--- config.mk ---
export PLATFORM = sky130hd
export DESIGN_NAME = vx_tensor_wgmma_sequencer
export DESIGN_NICKNAME = d
export VERILOG_FILES = /design/src/rtl/vx_tensor_wgmma_sequencer.sv
export SDC_FILE = /design/constraint.sdc
export NUM_CORES = 1
export LEC_CHECK = 0
export BUFFER_PORTS_ARGS = -buffer_cell sky130_fd_sc_hd__buf_2
export CORE_UTILIZATION = 40
export CTS_BUF_LIST = sky130_fd_sc_hd__clkbuf_2
export CTS_CLUSTER_DIAMETER = 40
export DETAILED_ROUTE_END_ITERATION = 10
export PLACE_DENSITY = 0.54
export SYNTH_ARGS = -nofsm -noshare
export SYNTH_HDL_FRONTEND = slang
export SYNTH_SLANG_ARGS = --single-unit
--- constraint.sdc ---
create_clock -name clk -period 5.8 [get_ports clk]
set_input_delay 1.16 -clock clk [delete_from_list [all_inputs] [get_ports clk]]
set_output_delay 1.16 -clock clk [all_outputs]
set_load 0.05 [all_outputs]
--- src/rtl/vx_tensor_wgmma_sequencer.sv ---
// Multi-warp tensor commit sequencer: per-warp metadata queues, round-robin warp
// selection, a fixed compute phase and NUM_WB valid/ready writeback beats per op.
module vx_tensor_wgmma_sequencer #(
  parameter int NUM_WARPS      = 4,
  parameter int NW_WIDTH       = 2,
  parameter int META_W         = 64,
  parameter int QUEUE_DEPTH    = 2,
  parameter int COMPUTE_CYCLES = 8,
  parameter int NUM_WB         = 14,
  localparam int BW            = $clog2(NUM_WB + 1)
) (
  input  logic                 clk,
  input  logic                 reset,
  input  logic                 in_valid,
  input  logic [NW_WIDTH-1:0]  in_wid,
  input  logic [META_W-1:0]    in_meta,
  output logic                 in_ready,
  output logic                 wb_valid,
  input  logic                 wb_ready,
  output logic [NW_WIDTH-1:0]  wb_wid,
  output logic [META_W-1:0]    wb_meta,
  output logic [BW-1:0]        wb_idx,
  output logic                 wb_last,
  output logic [NUM_WARPS-1:0] warp_busy,
  output logic                 idle
);

  localparam int PW  = (QUEUE_DEPTH > 1) ? $clog2(QUEUE_DEPTH) : 1;
  localparam int CW  = $clog2(QUEUE_DEPTH + 1);
  localparam int CCW = (COMPUTE_CYCLES > 1) ? $clog2(COMPUTE_CYCLES) : 1;

  typedef enum logic [1:0] {IDLE, COMPUTE, WRITEBACK} state_t;

  state_t               state;
  logic [NW_WIDTH-1:0]  active_wid;
  logic [NW_WIDTH-1:0]  rr_ptr;
  logic [CCW-1:0]       cyc;
  logic [BW-1:0]        beat;
  logic [CW-1:0]        count  [NUM_WARPS];
  logic [PW-1:0]        rd_ptr [NUM_WARPS];
  logic [PW-1:0]        wr_ptr [NUM_WARPS];
  logic [META_W-1:0]    mem    [NUM_WARPS][QUEUE_DEPTH];

  logic                 fire;
  logic                 pop;
  logic                 last_beat;
  logic [NUM_WARPS-1:0] push_vec;
  logic [NUM_WARPS-1:0] pop_vec;
  logic                 grant_valid;
  logic [NW_WIDTH-1:0]  grant_wid;
  int                   grant_idx;

  assign in_ready  = (count[in_wid] != CW'(QUEUE_DEPTH));
  assign fire      = in_valid && in_ready;
  assign last_beat = (beat == BW'(NUM_WB - 1));
  assign pop       = (state == WRITEBACK) && wb_ready && last_beat;

  always_comb begin
    push_vec  = '0;
    pop_vec   = '0;
    warp_busy = '0;
    for (int w = 0; w < NUM_WARPS; w++) begin
      push_vec[w]  = fire && (in_wid == NW_WIDTH'(w));
      pop_vec[w]   = pop && (active_wid == NW_WIDTH'(w));
      warp_busy[w] = (count[w] != '0);
    end
  end

  // Descending scan so the nearest non-empty warp at or after rr_ptr wins.
  always_comb begin
    grant_valid = 1'b0;
    grant_wid   = '0;
    grant_idx   = 0;
    for (int i = NUM_WARPS - 1; i >= 0; i--) begin
      grant_idx = (int'(rr_ptr) + i) % NUM_WARPS;
      if (count[NW_WIDTH'(grant_idx)] != '0) begin
        grant_valid = 1'b1;
        grant_wid   = NW_WIDTH'(grant_idx);
      end
    end
  end

  always_ff @(posedge clk) begin
    if (fire) mem[in_wid][wr_ptr[in_wid]] <= in_meta;
  end

  always_ff @(posedge clk or negedge reset) begin
    if (!reset) begin
      for (int w = 0; w < NUM_WARPS; w++) begin
        count[w]  <= '0;
        rd_ptr[w] <= '0;
        wr_ptr[w] <= '0;
      end
    end else begin
      for (int w = 0; w < NUM_WARPS; w++) begin
        if (push_vec[w]) wr_ptr[w] <= wr_ptr[w] + PW'(1);
        if (pop_vec[w])  rd_ptr[w] <= rd_ptr[w] + PW'(1);
        if (push_vec[w] && !pop_vec[w])      count[w] <= count[w] + CW'(1);
        else if (!push_vec[w] && pop_vec[w]) count[w] <= count[w] - CW'(1);
      end
    end
  end

  always_ff @(posedge clk or negedge reset) begin
    if (!reset) begin
      state      <= IDLE;
      active_wid <= '0;
      rr_ptr     <= '0;
      cyc        <= '0;
      beat       <= '0;
    end else begin
      case (state)
        IDLE: begin
          if (grant_valid) begin
            active_wid <= grant_wid;
            cyc        <= '0;
            state      <= COMPUTE;
            rr_ptr     <= (grant_wid == NW_WIDTH'(NUM_WARPS - 1)) ? '0 : grant_wid + NW_WIDTH'(1);
          end
        end
        COMPUTE: begin
          if (cyc == CCW'(COMPUTE_CYCLES - 1)) begin
            beat  <= '0;
            state <= WRITEBACK;
          end else begin
            cyc <= cyc + CCW'(1);
          end
        end
        WRITEBACK: begin
          if (wb_ready) begin
            if (last_beat) begin
              beat  <= '0;
              state <= IDLE;
            end else begin
              beat <= beat + BW'(1);
            end
          end
        end
        default: state <= IDLE;
      endcase
    end
  end

  assign wb_valid = (state == WRITEBACK);
  assign wb_last  = wb_valid && last_beat;
  assign wb_idx   = beat;
  assign wb_wid   = active_wid;
  assign wb_meta  = (state != IDLE) ? mem[active_wid][rd_ptr[active_wid]] : '0;
  assign idle     = (state == IDLE) && !(|warp_busy);

  a_no_push_full: assert property (@(posedge clk) disable iff (!reset)
    (in_valid && in_ready) |-> (count[in_wid] != CW'(QUEUE_DEPTH)));
  a_valid_hold: assert property (@(posedge clk) disable iff (!reset)
    (wb_valid && !wb_ready) |=> wb_valid);
  a_active_nonempty: assert property (@(posedge clk) disable iff (!reset)
    (state != IDLE) |-> (count[active_wid] != '0));

endmodule

; After elaboration in Yosys (flattened, before gate mapping)
; Memory sizes are Yosys's and may differ from the RTL's.
; Index checks and enable logic that the tools add are counted.
[totals]
mem_count = 1
out_inout_bits = 78
inputBits = 70
regBits = 29
mem_bits_rw = 512
[classes]
addsub = 22
n_lt_le_gt_ge = 9
mux = 58
reduce_logical = 54
n_bitwise = 8
eq_ne = 17
[mem_list]
columns = name, words, width, rd, rd_clocked_by_memory_dff, write_ports, line
row1 = mem, 4, 128, 1, 0, 1, 42  ; logic [META_W-1:0] mem [NUM_WARPS][QUEUE_DEPTH];
[ops]
columns = op, count
row1 = 64-bit two-way mux, 5
row2 = 128-bit two-way mux, 1
row3 = 64-bit demux with 1-bit select, 1
row4 = 2-bit two-way mux, 27
row5 = 2-bit nonzero test, 15
row6 = 1-bit logical AND, 22
row7 = 2-bit binary-select mux with 2-bit select, 5
row8 = "2-bit by 1-bit adder with 2-bit output, second input constant", 6
row9 = "2-bit equality test, second input constant", 6
row10 = "2-bit by 3-bit greater-or-equal comparator with 1-bit output, second input constant", 4
row11 = 4-bit two-way mux, 3
row12 = 1-bit zero test, 9
row13 = 1-bit two-way mux, 9
row14 = "1-bit adder, second input constant", 8
row15 = "2-bit != test, second input constant", 4
row16 = 2-bit inverter, 4
row17 = 4-bit one-hot mux with 2 select lines, 1
row18 = "2-bit by 1-bit subtractor with 2-bit output, second input constant", 4
row19 = "2-bit by 1-bit equality test with 1-bit output, second input constant", 3
row20 = "3-bit greater-or-equal comparator, second input constant", 2
row21 = 2-bit zero test, 3
row22 = 3-bit two-way mux, 2
row23 = 2-bit inverter with 3-bit output, 2
row24 = 2-bit one-hot mux with 3 select lines, 1
row25 = 15 further kinds, 21

; Logic depth before layout (Yosys ltp)
; Gate-level depths: netlist of run 1.
[logic_depth]
depth_word = 12
ltp_mapped = 9
ltp_nobuf = 9

; Worst setup path before layout of run 1
; Ideal clock, no wire load.
[synth_timing]
kind = input-to-reg
startpoint = input in_wid[0]
endpoint = memory mem[0][100] (netlist bit) (enable)
path_stages = 2
t_arrival_ns = 4.557
required_ns = 5.307
setup_slack_ns = 0.750
n_path_buf = 0
path_cell_list = mux4_2 nor2b_1
[synth_via]
elab_chain_len = 10
[synth_rtl]
columns = item, line
row1 = "start, declared", 15  ; input logic [NW_WIDTH-1:0] in_wid,
row2 = 2-bit inverter with 3-bit output (implied by the code), "53, 84"
row3 = 1-bit binary-select mux with 2-bit select, 84  ; if (fire) mem[in_wid][wr_ptr[in_wid]] <= in_meta;
row4 = 1-bit two-way mux (implied by the code) (2 in a row), 84
row5 = 1-bit inverter with 2-bit output (implied by the code), 84
row6 = 2-bit greater-or-equal comparator (implied by the code) or 2-bit by 1-bit < comparator with 1-bit output (tied branches), 84
row7 = 1-bit logical AND (implied by the code), 84
row8 = 64-bit two-way mux (implied by the code), 84
row9 = 64-bit demux with 1-bit select, 84
row10 = 128-bit two-way mux (implied by the code), 84
row11 = "end, declared", 42
; Parallel ways exist; a longest one is shown, timed or not. The select of a mux whose other input is x is not followed.

; Worst setup path after layout of run 1
[layout_timing]
startpoint = register active_wid[0] (netlist: wb_wid[0])
endpoint = output wb_meta[54]
[layout_via]
elab_chain_len = 9
[layout_rtl]
columns = item, line
row1 = "start, declared", 35  ; logic [NW_WIDTH-1:0] active_wid;
row2 = "start signal, assigned", 115  ; active_wid <= grant_wid;
row3 = 2-bit inverter with 3-bit output (implied by the code), 148  ; assign wb_meta = (state != IDLE) ? mem[active_wid][rd_ptr[active_wid]] : '0;
row4 = 1-bit binary-select mux with 2-bit select, 148
row5 = 1-bit two-way mux (implied by the code) (2 in a row), 148
row6 = 1-bit inverter with 2-bit output (implied by the code), 148
row7 = 64-bit two-way mux (implied by the code) * (3 in a row), 148
row8 = 64-bit two-way mux *, 148
row9 = "end, declared", 21  ; output logic [META_W-1:0] wb_meta,
; Every way passes the cells marked *; elsewhere a longest branch is shown, timed or not. The select of a mux whose other input is x is not followed.

==> flow_summary.toml, run 1 <==
[clocking]
clk_pin_slew_ns = 0.10
insertion_delay_ns = 1.24
cts_inserted_buffers = 144
clock-root-buffer = "clkbuf_2"
h-tree-depth = 4
clock_sinks = 541
cts_tree = "yes"
cts_buffer_depth = 3
postCtsResizedCells = 0
cts_setup_buffers = 0
postCtsHoldBufs = 27

[yosys]
synthesis.area_sq_mm = 0.0210
ys_ff_latch = 541
yosysTopAreaCell = "edfxtp_1"
yosysUniqueCellTypes = 40
ys.warnings.count = 0
synth-edff-count = 512
syn_nets = 1131
synth_flop_cell = "edfxtp_1"
yosys-top-cells-area = "edfxtp_1, mux4_2, dfrtp_1"
synth_cells = 1055
synth_top_area_frac = 0.732
seq_area_frac_synth = 0.767
async_flop_share = 0.0536
avgSynthCellArea_sq_um = 19.9

[setup_path]
worstSetupStartpointType = "flop"
worst-setup-path-type = "reg -> out"
cp.required_ns = 4.64
r2r_slack_ns = 2.70
worstRegToRegCells = 7
worstPathMaxFanout = 95
r2r-end = "count[5]"
worstPathArrival_ns = 4.16
worstReg2RegStart = "wb_wid[0]"
cp-end-kind = "primary output"

[routing]
topRoutingLayerUsed = "met5"
first_iter_violations = 516
wl_met2_um = 23600
drc = 0
dr.pass1.iters = 5
wirelength_um = 47000
met1Wirelength_um = 20100
avgRoutedWirePerCell_um = 22.1
met3_length_um = 2340
antenna_left = 0
via_per_inst = 5.13
vias = 10900

[grt]
grt_pass1_vias = 11800
antenna_found_initial = 6
grt_max_degree = 96
grt_pass1_wl_um = 70900
gr-total-overflow = 0
track_usage = 0.183

[floorplan]
die_h_um = 231
fp.coreArea_sq_mm = 0.0516
boundaryPins = 148
rows = 83
die_w_um = 231
initial_core_util = 0.407
dieArea_sq_mm = 0.0534

[worst_hold_path]
hold_end = "mem[1][48]"
min_from = "in_meta[48]"
hold_path_class = "in -> reg"
hold_path_depth = 1

[timing]
fin_skew_ns = 0.0801
fin_setup_tns_ns = 0
finalCritPeriodShare = 0.918
fin_ws_ns = 0.476
slew-limit-headroom = 0.311
setup_violations = 0
clock.fmax_ghz = 0.188
rsz0062_at_grt = "false"
drv_slew = 0
hold_viol_final = 0
period_needed_ns = 5.32
worstMarginPinSlew_ns = 1.03

[power_and_ir_drop]
irDropWorstVdd_v = 0.000392
p_per_area_mw_per_mm2 = 500
power_uw = 12100
leakagePower_uw = 0.00842

[run]
cap_violations = 0

[cells_and_area]
drive_gt1_frac = 0.379
final_cell_mix = "edfxtp_1, clkbuf_2, buf_2"
fill_cells = 4487
num-nets-final = 1419
layout.cells.most_common = "edfxtp_1"
area_growth_pct = 14.9

[place]
dp_hpwl_um = 24100
pre_cts_ws_ns = 1.62
gp_congestion = 0.719
io_buffers = 147

[outcome]
status = "completed"
[per-layer routing]
layer  global-route usage  vias up
met5                    0        -
met4               0.0830        4
met3               0.0490       79
met2                0.298      277
met1                0.228     5645
li1                     -     4888
[worst max-delay path, stage by stage (launching register included)]
cell,delay (ns)
dfrtp_4,1.00
buf_12,0.69
mux4_2,0.36
nand2_1,0.05
a21oi_1,0.35
buf_2,0.34
[synthesized netlist by cell type (all sizes together), types with 2 or more instances]
master,number
clkbuf,13
and4b,2
xor2,11
and2,2
a211o,2
mux2,2
mux4,130
nor2,20
nand4b,2
nor3,2
edfxtp,512
ha,6
dfrtp,29
a211oi,2
buf,39
xnor2,6
nor3b,3
nor2b,4
or2,3
nand4,4
nand3,3
nand2,141
a21oi,70
nand2b,8
inv,12
o21ai,14
o21a,3
[sequential cells by signal, summed over array words and instances (netlist names)]
| register | count |
|---|---|
| cyc | 3 |
| rd_ptr | 4 |
| wb_wid | 2 |
| wr_ptr | 4 |
| wb_idx | 4 |
| state | 2 |
| mem | 512 |
| count | 8 |
| rr_ptr | 2 |
[how the worst max path moves through the flow]
stage | startpoint | to | depth (start not counted)
after detailed placement | wb_wid[0] | wb_meta[51] | 5
after global placement | wb_wid[0] | wb_meta[51] | 5
final | wb_wid[0] | wb_meta[54] | 5
after CTS | wb_wid[0] | wb_meta[51] | 5
after floorplan | in_wid[0] | mem[0][100] | 2
after global routing | wb_wid[0] | wb_meta[54] | 5
[stage by stage]
stage	std cells	util	cell area, sq um	hold WS (ns)
global placement	1850	0.438	22600	0.471
global route	2122	0.467	24100	0.0519
CTS	2119	0.467	24100	0.000317
finish	2125	0.468	24100	0.204
floorplan	1055	-	21000	0.436
detailed placement	1850	0.438	22600	0.465
[area by class of cell]
type | instances | area [sq um] | area share
clock inverters | 29 | 199 | 0.00824
clock buffers | 213 | 1070 | 0.0442
repair buffers | 194 | 1220 | 0.0505
well taps | 680 | 851 | 0.0353
flip-flops and latches | 541 | 16100 | 0.667
multi-input cells | 450 | 4630 | 0.192
diodes | 6 | 15.0 | 0.000622
inverters | 12 | 45.0 | 0.00187
[power breakdown]
part,switching (uW),leakage [uW],total (uW),internal (uW)
clock,1510,0.000988,2610,1100
combinational,3050,0.00244,4530,1480
sequential,293,0.00500,4920,4630
total,4850,0.00842,12100,7210
[cell families (layout without fill, tap and decap cells)]
family | Yosys count | in the layout | share of synthesized area
and+or+nand+nor | 199 | 199 | 0.0414
xor gates and xnor gates | 17 | 17 | 0.00709
DFF | 541 | 541 | 0.767
adders and majority gates | 6 | 6 | 0.00358
other | 0 | 6 | 0
muxes | 133 | 133 | 0.141
AOI/OAI and AO/OA | 95 | 95 | 0.0248
buffers and inverters | 64 | 448 | 0.0154
Power figures use the tool's default switching activity.
==> inputs of run 2 (changes only) <==
--- a/config.mk
+++ b/config.mk
@@ -6,6 +6,7 @@
 export NUM_CORES = 1
 export LEC_CHECK = 0
 export BUFFER_PORTS_ARGS = -buffer_cell sky130_fd_sc_hd__buf_2
+export CORE_ASPECT_RATIO = 1.2
 export CORE_UTILIZATION = 40
 export CTS_BUF_LIST = sky130_fd_sc_hd__clkbuf_2
 export CTS_CLUSTER_DIAMETER = 40
==> constraint.sdc (replaced) <==
create_clock -name clk -period 5.8 [get_ports clk]
set_input_delay 0.29 -clock clk [delete_from_list [all_inputs] [get_ports clk]]
set_output_delay 0.29 -clock clk [all_outputs]
set_load 0.05 [all_outputs]
==> run 2 against run 1 <==
Worst hold slack gained 0.090 ns. Cell count rose by 5.7%. Register-to-register slack got worse by 0.17 ns. Total power rose by 0.20%. Routed wire length increased by 0.54%. Fmax increased by 11%. Worst setup slack gained 0.55 ns. Sequential power about the same. Non-clock buffer count is 111 higher. Combinational power rose by 1%. First-iteration DRC count increased by 20%. Largest power group unchanged. Highest routed layer is now met4.
==> flow_summary.toml, run 2 (same netlist as run 1, synthesis figures left out) <==
[routing]
dr.pass1.iters = 7
antenna_left = 0
first_iter_violations = 618
via_per_inst = 5.03
avgRoutedWirePerCell_um = 21.0
wirelength_um = 47300
drc = 0
vias = 11300

[setup_path]
r2r_slack_ns = 2.53
critPathTopFamily = "compound AO/OA/AOI/OAI gates"
cpPeakStageDelay_ns = 0.99
worst-setup-path-type = "reg -> out"
crit_slowest_cell = "dfrtp_4"
worstRegToRegCells = 5
cp-end-kind = "primary output"
cp.required_ns = 5.51
worstSetupStartpointType = "flop"
worstPathMaxFanout = 42
critPathBufInv = 2
r2r-end = "mem[0][92]"
cp_cell_sequence = "mux2_2, o21ai_4, buf_4, nand2_1, a21oi_1, buf_2"
worstReg2RegStart = "count[6]"
worstPathArrival_ns = 4.49

[timing]
hold_viol_final = 0
finalCritPeriodShare = 0.824
slew-limit-headroom = 0.167
fin_skew_ns = 0.0890
clock.fmax_ghz = 0.209
worstMarginPinSlew_ns = 1.25
rsz0062_at_grt = "false"
fin_setup_tns_ns = 0
period_needed_ns = 4.78
drv_slew = 0
setup_violations = 0

[floorplan]
boundaryPins = 148
initial_core_util = 0.407
rows = 91
die_h_um = 253
dieArea_sq_mm = 0.0534
fp.coreArea_sq_mm = 0.0516
die_w_um = 211

[clocking]
cts_buffer_depth = 3
cts_inserted_buffers = 137
insertion_delay_ns = 1.13
h-tree-depth = 4
clk_pin_slew_ns = 0.11
clock_sinks = 541
clock-root-buffer = "clkbuf_2"
cts_tree = "yes"
cts_setup_buffers = 0

[cells_and_area]
num-nets-final = 1523
utilization = 0.489
final_cell_area_sq_mm = 0.0252
final_cell_mix = "edfxtp_1, clkbuf_2, buf_2"
drive_gt1_frac = 0.348
fill_cells = 4469
layout.cells.most_common = "edfxtp_1"
fin_cells = 2247
largest_reg_flops = 512
area_growth_pct = 20.1

[place]
gp_congestion = 0.705
io_buffers = 147
place_area_sq_mm = 0.0226
dp_hpwl_um = 25700
dp_cells = 1867

[outcome]
status = "completed"

[grt]
grt_pass1_wl_um = 72500
grt_pass1_vias = 12500
gr-total-overflow = 0
grt_max_degree = 96
antenna_found_initial = 3
track_usage = 0.185

[worst_hold_path]
hold_path_class = "in -> async"

[power_and_ir_drop]
leakagePower_uw = 0.00886
power_uw = 12100
irDropWorstVdd_v = 0.000312
p_per_area_mw_per_mm2 = 479

[run]
cap_violations = 0
run 2: area by class of cell:
type | instances | area (sq um) | share of cell area
sequential | 541 | 16100 | 0.638
tap | 697 | 872 | 0.0346
clock inverter | 34 | 248 | 0.00982
clock buffer | 205 | 1030 | 0.0407
antenna | 3 | 7.51 | 0.000298
multi-input combinational | 450 | 4630 | 0.184
inverter | 12 | 45.0 | 0.00179
timing repair buffer | 305 | 2290 | 0.0908
run 2: worst min-delay path, cell delays in order:
cell	delay (ns)
dlygate4sd3_1	0.53
dlygate4sd3_1	0.55
buf_2	0.15
buf_12	0.21
run 2: what timing repair did:
action / 4_1_cts / 5_1_grt
resized for setup: 0 / 0
hold buffers: 138 / 0
hold endpoints to repair: 659 / 0
run 2: routing by layer:
layer	up-vias	part of all wire	track usage
met3	78	0.046	0.0387
met2	278	0.52	0.318
met5	-	0	0
li1	5112	-	-
met4	0	0.022	0.0774
met1	5838	0.42	0.225
run 2: worst max path at each step:
stage          depth (start not counted)          end  startpoint  slack [ns]
2_1_floorplan                          2  mem[0][100]   wr_ptr[2]        1.56
3_3_place_gp                           6  wb_meta[59]   wb_wid[0]        2.04
3_5_place_dp                           6  wb_meta[59]   wb_wid[0]        1.94
4_1_cts                                6  wb_meta[59]   wb_wid[0]        0.67
5_1_grt                                6  wb_meta[59]   wb_wid[0]        0.56
6_report                               6  wb_meta[59]   wb_wid[0]        1.02
run 2: through the flow:
| stage | setup WS (ns) | hold slack, ns |
|---|---|---|
| floorplan | 1.56 | -0.00559 |
| global placement | 2.04 | 0.376 |
| detailed placement | 1.94 | 0.368 |
| CTS | 0.668 | 0.111 |
| global route | 0.562 | 0.181 |
| finish | 1.02 | 0.294 |
run 2: where the power goes:
part,total [uW],switching [uW],internal [uW]
clock,2610,1490,1120
sequential,4900,271,4630
combinational,4580,3060,1510
total,12100,4820,7260
==> inputs of run 3 (changes only) <==
--- a/config.mk
+++ b/config.mk
@@ -11,7 +11,7 @@
 export CTS_BUF_LIST = sky130_fd_sc_hd__clkbuf_2
 export CTS_CLUSTER_DIAMETER = 40
 export DETAILED_ROUTE_END_ITERATION = 10
-export PLACE_DENSITY = 0.54
+export PLACE_DENSITY = 0.56
 export SYNTH_ARGS = -nofsm -noshare
 export SYNTH_HDL_FRONTEND = slang
 export SYNTH_SLANG_ARGS = --single-unit
==> constraint.sdc (replaced) <==
create_clock -name clk -period 4.2 [get_ports clk]
set_input_delay 0.21 -clock clk [delete_from_list [all_inputs] [get_ports clk]]
set_output_delay 0.21 -clock clk [all_outputs]
set_load 0.05 [all_outputs]
==> run 3 against run 2 <==
Combinational power grew 42%. Clock skew shrank 0.0088 ns. Register-to-register slack lost 1.1 ns. Die area is the same. Clock-buffer cell count shrank 1. Critical path type unchanged. Non-clock buffer count grew 4. Cell count is essentially flat. Sequential share of layout area shrank 0.40 points. Utilization grew 0.31 points. Critical path depth is the same.
==> flow_summary.toml, run 3 (same netlist as run 1, synthesis figures left out) <==
[grt]
gr-total-overflow = 0
grt_pass1_wl_um = 71000
antenna_found_initial = 4
track_usage = 0.180
grt_max_degree = 118
grt_pass1_vias = 12400

[clocking]
cts_setup_buffers = 0
clock-root-buffer = "clkbuf_2"
cts_tree = "yes"
clk_pin_slew_ns = 0.10
insertion_delay_ns = 1.10
cts_inserted_buffers = 140
cts_buffer_depth = 3
h-tree-depth = 4
clock_sinks = 541

[routing]
first_iter_violations = 562
vias = 11300
wirelength_um = 46100
antenna_left = 0
topRoutingLayerUsed = "met5"
met1Wirelength_um = 19100
drc = 0
avgRoutedWirePerCell_um = 20.5
met3_length_um = 2010
via_per_inst = 5.03
dr.pass1.iters = 4
wl_met2_um = 23900

[setup_path]
critPathBufInv = 3
cpPeakStageDelay_ns = 0.57
worstSetupStartpointType = "flop"
worst-setup-path-type = "reg -> out"
cp_cell_sequence = "buf_12, buf_6, mux4_2, nand2_1, a21oi_1, buf_2"
cp.required_ns = 3.99
worstPathArrival_ns = 3.61
r2r_slack_ns = 1.47
crit_slowest_cell = "mux4_2"
worstPathMaxFanout = 63
cp-end-kind = "primary output"
critPathTopFamily = "buffers and inverters"

[cells_and_area]
num-nets-final = 1530
fill_cells = 4434
largest_reg_flops = 512
layout.cells.most_common = "edfxtp_1"
utilization = 0.492
area_growth_pct = 20.9
fin_cells = 2245
final_cell_mix = "edfxtp_1, clkbuf_2, buf_2"
drive_gt1_frac = 0.352

[power_and_ir_drop]
power_frac_comb = 0.389
irDropWorstVdd_v = 0.000532
power.internal_uw = 10100
power_frac_seq = 0.396
swShare = 0.395
p_clk_frac = 0.215
leakagePower_uw = 0.00893
p_per_area_mw_per_mm2 = 661
p_sw_uw = 6630

[floorplan]
initial_core_util = 0.407
die_w_um = 211
fp.coreArea_sq_mm = 0.0516
rows = 91
die_h_um = 253
dieArea_sq_mm = 0.0534
boundaryPins = 148

[place]
io_buffers = 147
dp_hpwl_um = 23800
dp_cells = 1870
gp_congestion = 0.728

[timing]
setup_violations = 0
clock.fmax_ghz = 0.262
finalCritPeriodShare = 0.908
period_needed_ns = 3.82
hold_viol_final = 0
slew-limit-headroom = 0.328
worstMarginPinSlew_ns = 1.01
drv_slew = 0
fin_setup_tns_ns = 0
rsz0062_at_grt = "false"
fin_skew_ns = 0.0802

[run]
cap_violations = 0

[outcome]
status = "completed"

[worst_hold_path]
hold_path_class = "in -> reg"
[run 3: final timing paths]
check,startpoint,end,cells after the start
max,wb_wid[0],wb_meta[44],6
min,in_valid,wr_ptr[1],4
max reg2reg,count[1],mem[3][122],5
min reg2reg,rd_ptr[1],rd_ptr[1],1
max in group asynchronous,reset,wb_idx[3],5
min in group asynchronous,reset,count[6],5
[run 3: power by group through the flow]
stage	clock, uW	combinational (uW)	sequential (uW)
6_report	3610	6520	6650
5_1_grt	4010	6990	6710
4_1_cts	3770	6680	6660
3_5_place_dp	0	6540	6780
3_3_place_gp	0	6540	6750
2_1_floorplan	0	4880	6750
[run 3: worst min-delay path, delay by kind of cell]
kind,cells,cell delay [ns]
buffers and inverters,2,0.67
AND/OR/NAND/NOR,1,0.27
AO/OA/AOI/OAI,1,0.11
[run 3: area by class of cell]
type / count / area, sq um / share of cell area
Clock inverter: 30 / 260 / 0.0103
Antenna cell: 2 / 5.00 / 0.000197
Clock buffer: 204 / 1020 / 0.0402
Tap cell: 697 / 872 / 0.0344
Sequential cell: 541 / 16100 / 0.635
Inverter: 12 / 45.0 / 0.00177
Timing Repair Buffer: 309 / 2440 / 0.0962
Multi-Input combinational cell: 450 / 4630 / 0.182
[run 3: per-stage QoR]
stage / instance area (sq um) / setup WS, ns / hold slack (ns) / total power (uW)
floorplan: 21000 / 0.0873 / -0.0856 / 11600
global placement: 22700 / 1.15 / 0.288 / 13300
detailed placement: 22700 / 1.16 / 0.290 / 13300
CTS: 25400 / 0.0942 / 0.109 / 17100
global route: 25400 / 0.0288 / 0.198 / 17700
finish: 25400 / 0.384 / 0.285 / 16800
[run 3: layer usage]
metal,GRT usage,vias to the layer above
met3,0.0378,79
met1,0.219,5845
met5,0,-
li1,-,5103
met2,0.311,262
met4,0.0756,2
[run 3: what timing repair did]
action,4_1_cts,5_1_grt
hold endpoints to repair,725,0
hold buffers,139,0
endpoints found under the setup margin,26,0
resized for setup,2,0
